===== src/rtl/uart_rx.sv =====
// rtl/uart_rx.sv - 8N1 UART receiver with synchronizer, 3-sample glitch filter and mid-bit sampling
module uart_rx #(
  parameter int CLKS_PER_BIT = 434
) (
  input  logic       cclk,
  input  logic       clr,
  input  logic       rx,
  output logic [7:0] data,
  output logic       rx_done,
  output logic       frame_err,
  output logic       busy
);

  localparam int CW = $clog2(CLKS_PER_BIT);
  localparam logic [CW-1:0] HALF = CW'(CLKS_PER_BIT / 2 - 1);
  localparam logic [CW-1:0] FULL = CW'(CLKS_PER_BIT - 1);

  localparam logic [1:0] IDLE  = 2'd0;
  localparam logic [1:0] START = 2'd1;
  localparam logic [1:0] DATA  = 2'd2;
  localparam logic [1:0] STOP  = 2'd3;

  logic          sync1, sync2, hist1, hist2;
  logic          rx_f, rx_f_d;
  logic [1:0]    state;
  logic [CW-1:0] cnt;
  logic [2:0]    bitn;
  logic [7:0]    shift;

  // rx_f only moves when three consecutive synchronized samples agree
  always_ff @(posedge cclk) begin
    if (clr) begin
      sync1  <= 1'b1;
      sync2  <= 1'b1;
      hist1  <= 1'b1;
      hist2  <= 1'b1;
      rx_f   <= 1'b1;
      rx_f_d <= 1'b1;
    end else begin
      sync1  <= rx;
      sync2  <= sync1;
      hist1  <= sync2;
      hist2  <= hist1;
      if (sync2 == hist1 && hist1 == hist2)
        rx_f <= sync2;
      rx_f_d <= rx_f;
    end
  end

  always_ff @(posedge cclk) begin
    if (clr) begin
      state     <= IDLE;
      cnt       <= '0;
      bitn      <= 3'd0;
      shift     <= 8'h00;
      data      <= 8'h00;
      rx_done   <= 1'b0;
      frame_err <= 1'b0;
    end else begin
      rx_done   <= 1'b0;
      frame_err <= 1'b0;
      case (state)
        IDLE: begin
          if (rx_f_d && !rx_f) begin
            state <= START;
            cnt   <= HALF;
          end
        end
        START: begin
          if (cnt == '0) begin
            if (!rx_f) begin
              state <= DATA;
              cnt   <= FULL;
              bitn  <= 3'd0;
            end else begin
              state <= IDLE;
            end
          end else begin
            cnt <= cnt - CW'(1);
          end
        end
        DATA: begin
          if (cnt == '0) begin
            shift <= {rx_f, shift[7:1]};
            cnt   <= FULL;
            bitn  <= bitn + 3'd1;
            if (bitn == 3'd7)
              state <= STOP;
          end else begin
            cnt <= cnt - CW'(1);
          end
        end
        default: begin
          if (cnt == '0) begin
            if (rx_f) begin
              data    <= shift;
              rx_done <= 1'b1;
            end else begin
              frame_err <= 1'b1;
            end
            state <= IDLE;
          end else begin
            cnt <= cnt - CW'(1);
          end
        end
      endcase
    end
  end

  assign busy = (state != IDLE);

endmodule


===== config.mk =====
export PLATFORM = sky130hd
export DESIGN_NAME = uart_rx
export DESIGN_NICKNAME = d
export VERILOG_FILES = /design/src/rtl/uart_rx.sv
export SDC_FILE = /design/constraint.sdc
export NUM_CORES = 1
export LEC_CHECK = 0
export ABC_AREA = 1
export CAP_MARGIN = 20
export CORE_MARGIN = 3
export CORE_UTILIZATION = 45
export DETAILED_ROUTE_END_ITERATION = 6
export SYNTH_ARGS = -nofsm -noshare
export SYNTH_HDL_FRONTEND = slang
export SYNTH_SLANG_ARGS = --single-unit

===== constraint.sdc =====
create_clock -name cclk -period 2.75 [get_ports cclk]
set_input_delay 0.6875 -clock cclk [delete_from_list [all_inputs] [get_ports cclk]]
set_output_delay 0.6875 -clock cclk [all_outputs]
set_load 0.01 [all_outputs]

==> results.tsv, run 1 <==
stage	metric	value	unit
synth	syn-num-nets	256	
power_and_ir_drop	p_leak	0.845	nW
synth	synth_most_common_cell	nand2_1	
synth	synth.top_cells.by_count	nand2_1, dfxtp_1, nor2_1	
floorplanning	pin_count	14	
cells_and_area	drive_gt1_frac	0.111	
timing	period_needed	2.34	ns
floorplanning	std_cell_rows	22	
cts	htreeDepth	2	
worst_setup_path	rrSetupSlack	1.00	ns
routing	drc	0	
floorplanning	die_y	69.4	um
timing	rsz0062_at_grt	no	
timing	finalMaxSlewViolations	0	
cells_and_area	diodes	0	
grt	antenna_found_initial	0	
synth	synth_edf_count	0	
cts	root_buffer	clkbuf_8	
grt	grt_pass1_wl	6350	um
power_and_ir_drop	cellPowerDensity	700	nW/um^2
grt	overflow	0	
worst_setup_path	critPathArrivalTime	1.65	ns
worst_setup_path	cp.required	2.06	ns
job	drv_cap	0	
synth	syn_area	1810	um^2
synth	synth_cell_types	30	
min_path	min_path_type	reg -> reg	
run_status	status	finished, final reports clean	
worst_setup_path	critPathMaxFanout	7	
floorplanning	die_w	69.4	um
worst_setup_path	crit_path_end_kind	output pin	
routing	ant_nets	0	
synth	syn_avg_cell_area	7.35	um^2
placement	dp_hpwl	2530	um
cts	cts_setup_buffers	0	
cells_and_area	area_growth	14.4	%
synth	synth_area_leader_cell	dfxtp_1	
synth	yosysTopAreaCellShare	0.421	
cts	clock_latency	0.28	ns
grt	grt_max_degree	25	
worst_setup_path	startpoint_type	flop	
cells_and_area	final_util	0.548	
timing	setup_tns	0	ns
routing	firstDrtPassIters	4	
synth	yosys_most_used_dff	dfxtp_1	
timing	setup_violations	0	
synth	async_flop_share	0	
floorplanning	start_util	0.479	
synth	syn_inst	246	
floorplanning	core_region_area	3770	um^2
cts	clockBufferDepth	2	
synth	ys_ff_latch	38	
worst_setup_path	critPathKind	reg -> out	
timing	final_hold_viol_count	0	
timing	fin_skew	0.00417	ns
routing	drt_iter0_markers	129	
synth	synth_area_leaders	dfxtp_1, nand2_1, a21oi_1	
synth	ys_seq_area_frac	0.421	
placement	gp_congestion	0.774	
grt	grt_pass1_vias	1357	
cts	post_cts_resized	0	
timing	worst_pin_slew	0.445	ns
cts	numCtsBuffers	5	
routing	vias_per_cell	4.82	
cts	cts_tree	yes	
floorplanning	die-area	4810	um^2
cts	cts_sinks	38	
routing	post_drt_wl_per_cell	11.4	um
routing	finalWirelength	3540	um
placement	port_buffers	13	
timing	whs	0.414	ns
power_and_ir_drop	peakVddDrop	415	uV
routing	vias	1493	
cells_and_area	nNetsFinal	271	
synth	yosys_warnings	0	
timing	fin_crit_sh	0.850	
cts	path_clk_slew	0.08	ns
cts	ctsHoldBuffers	0	
timing	slew_headroom	0.703	
grt	track_usage	0.160	
timing	fmax	0.428	GHz
-- flip-flops by register name, indices dropped and copies added, names as in the netlist --
name,cells
cnt,9
hist1,1
state,2
rx_f,1
shift,8
sync2,1
data,8
sync1,1
bitn,3
hist2,1
frame_err,1
rx_f_d,1
rx_done,1
-- layout make-up --
class	instances	area, um^2
clock buffers	6	82.6
repair buffers	14	138
inverters	25	104
well taps	48	60.1
fillers	381	1700
flip-flops and latches	38	761
multi-input cells	177	911
clock inverters	2	12.5
-- placed cells by master, fill, tap and decap left out, types with 4 or more instances in the layout --
master,instances
nand2_1,67
dfxtp_1,38
nor2_1,29
a21oi_1,23
inv_1,22
clkdlybuf4s50_1,13
nand3_1,11
nand4_1,9
o21ai_0,8
ha_1,7
clkbuf_8,6
or2_2,4
-- worst max-delay path: stages, from the launching register on --
cell and delay [ns]:
dfxtp_1 0.38, inv_1 0.09, ha_1 0.28, inv_1 0.09, clkdlybuf4s50_1 0.53
-- cell families after synthesis --
family	share of synthesized area
flops	0.421
simple gates	0.339
compound gates	0.111
buf+inv	0.0754
xor+xnor	0.00485
fa+ha+maj	0.0484
-- routing by layer --
layer | vias up | routed length, um | GRT usage
met5 | - | 0 | 0
li1 | 820 | - | -
met2 | 29 | 1390 | 0.218
met3 | 5 | 145 | 0.0449
met1 | 639 | 1960 | 0.243
met4 | 0 | 47 | 0.0456
-- metrics by stage --
step / setup slack [ns] / std cells / power [mW] / cell area [um^2]
after floorplan: 1.23 / 246 / 1.00 / 1810
after global placement: 0.749 / 302 / 1.06 / 1970
after detailed placement: 0.711 / 302 / 1.06 / 1970
after CTS: 0.404 / 310 / 1.46 / 2070
after global routing: 0.290 / 310 / 1.55 / 2070
final: 0.412 / 310 / 1.45 / 2070
-- report_power, final --
group	internal [mW]	leakage [nW]	total [mW]	switching [mW]
Sequential	0.576	0.307	0.602	0.0262
Clock	0.202	0.0472	0.402	0.201
Combinational	0.146	0.490	0.444	0.298
-- worst paths after layout --
check	from	cells past startpoint	endpoint
setup reg to reg	state[0]	10	cnt[6]
hold / removal	sync1	1	sync2
hold reg to reg	sync1	1	sync2
setup / recovery	state[0]	4	busy
(Power assumes the default switching activity.)
==> inputs of run 2 (changes only) <==
- SLEW_MARGIN: not set -> 30
==> results of run 2 <==
Same layout as run 1: the final DEF is identical, and so are final timing and power.
==> inputs of run 3 (changes only) <==
- CTS_CLUSTER_SIZE: not set -> 20
==> results of run 3 <==
Same layout as run 1: the final DEF is identical, and so are final timing and power.
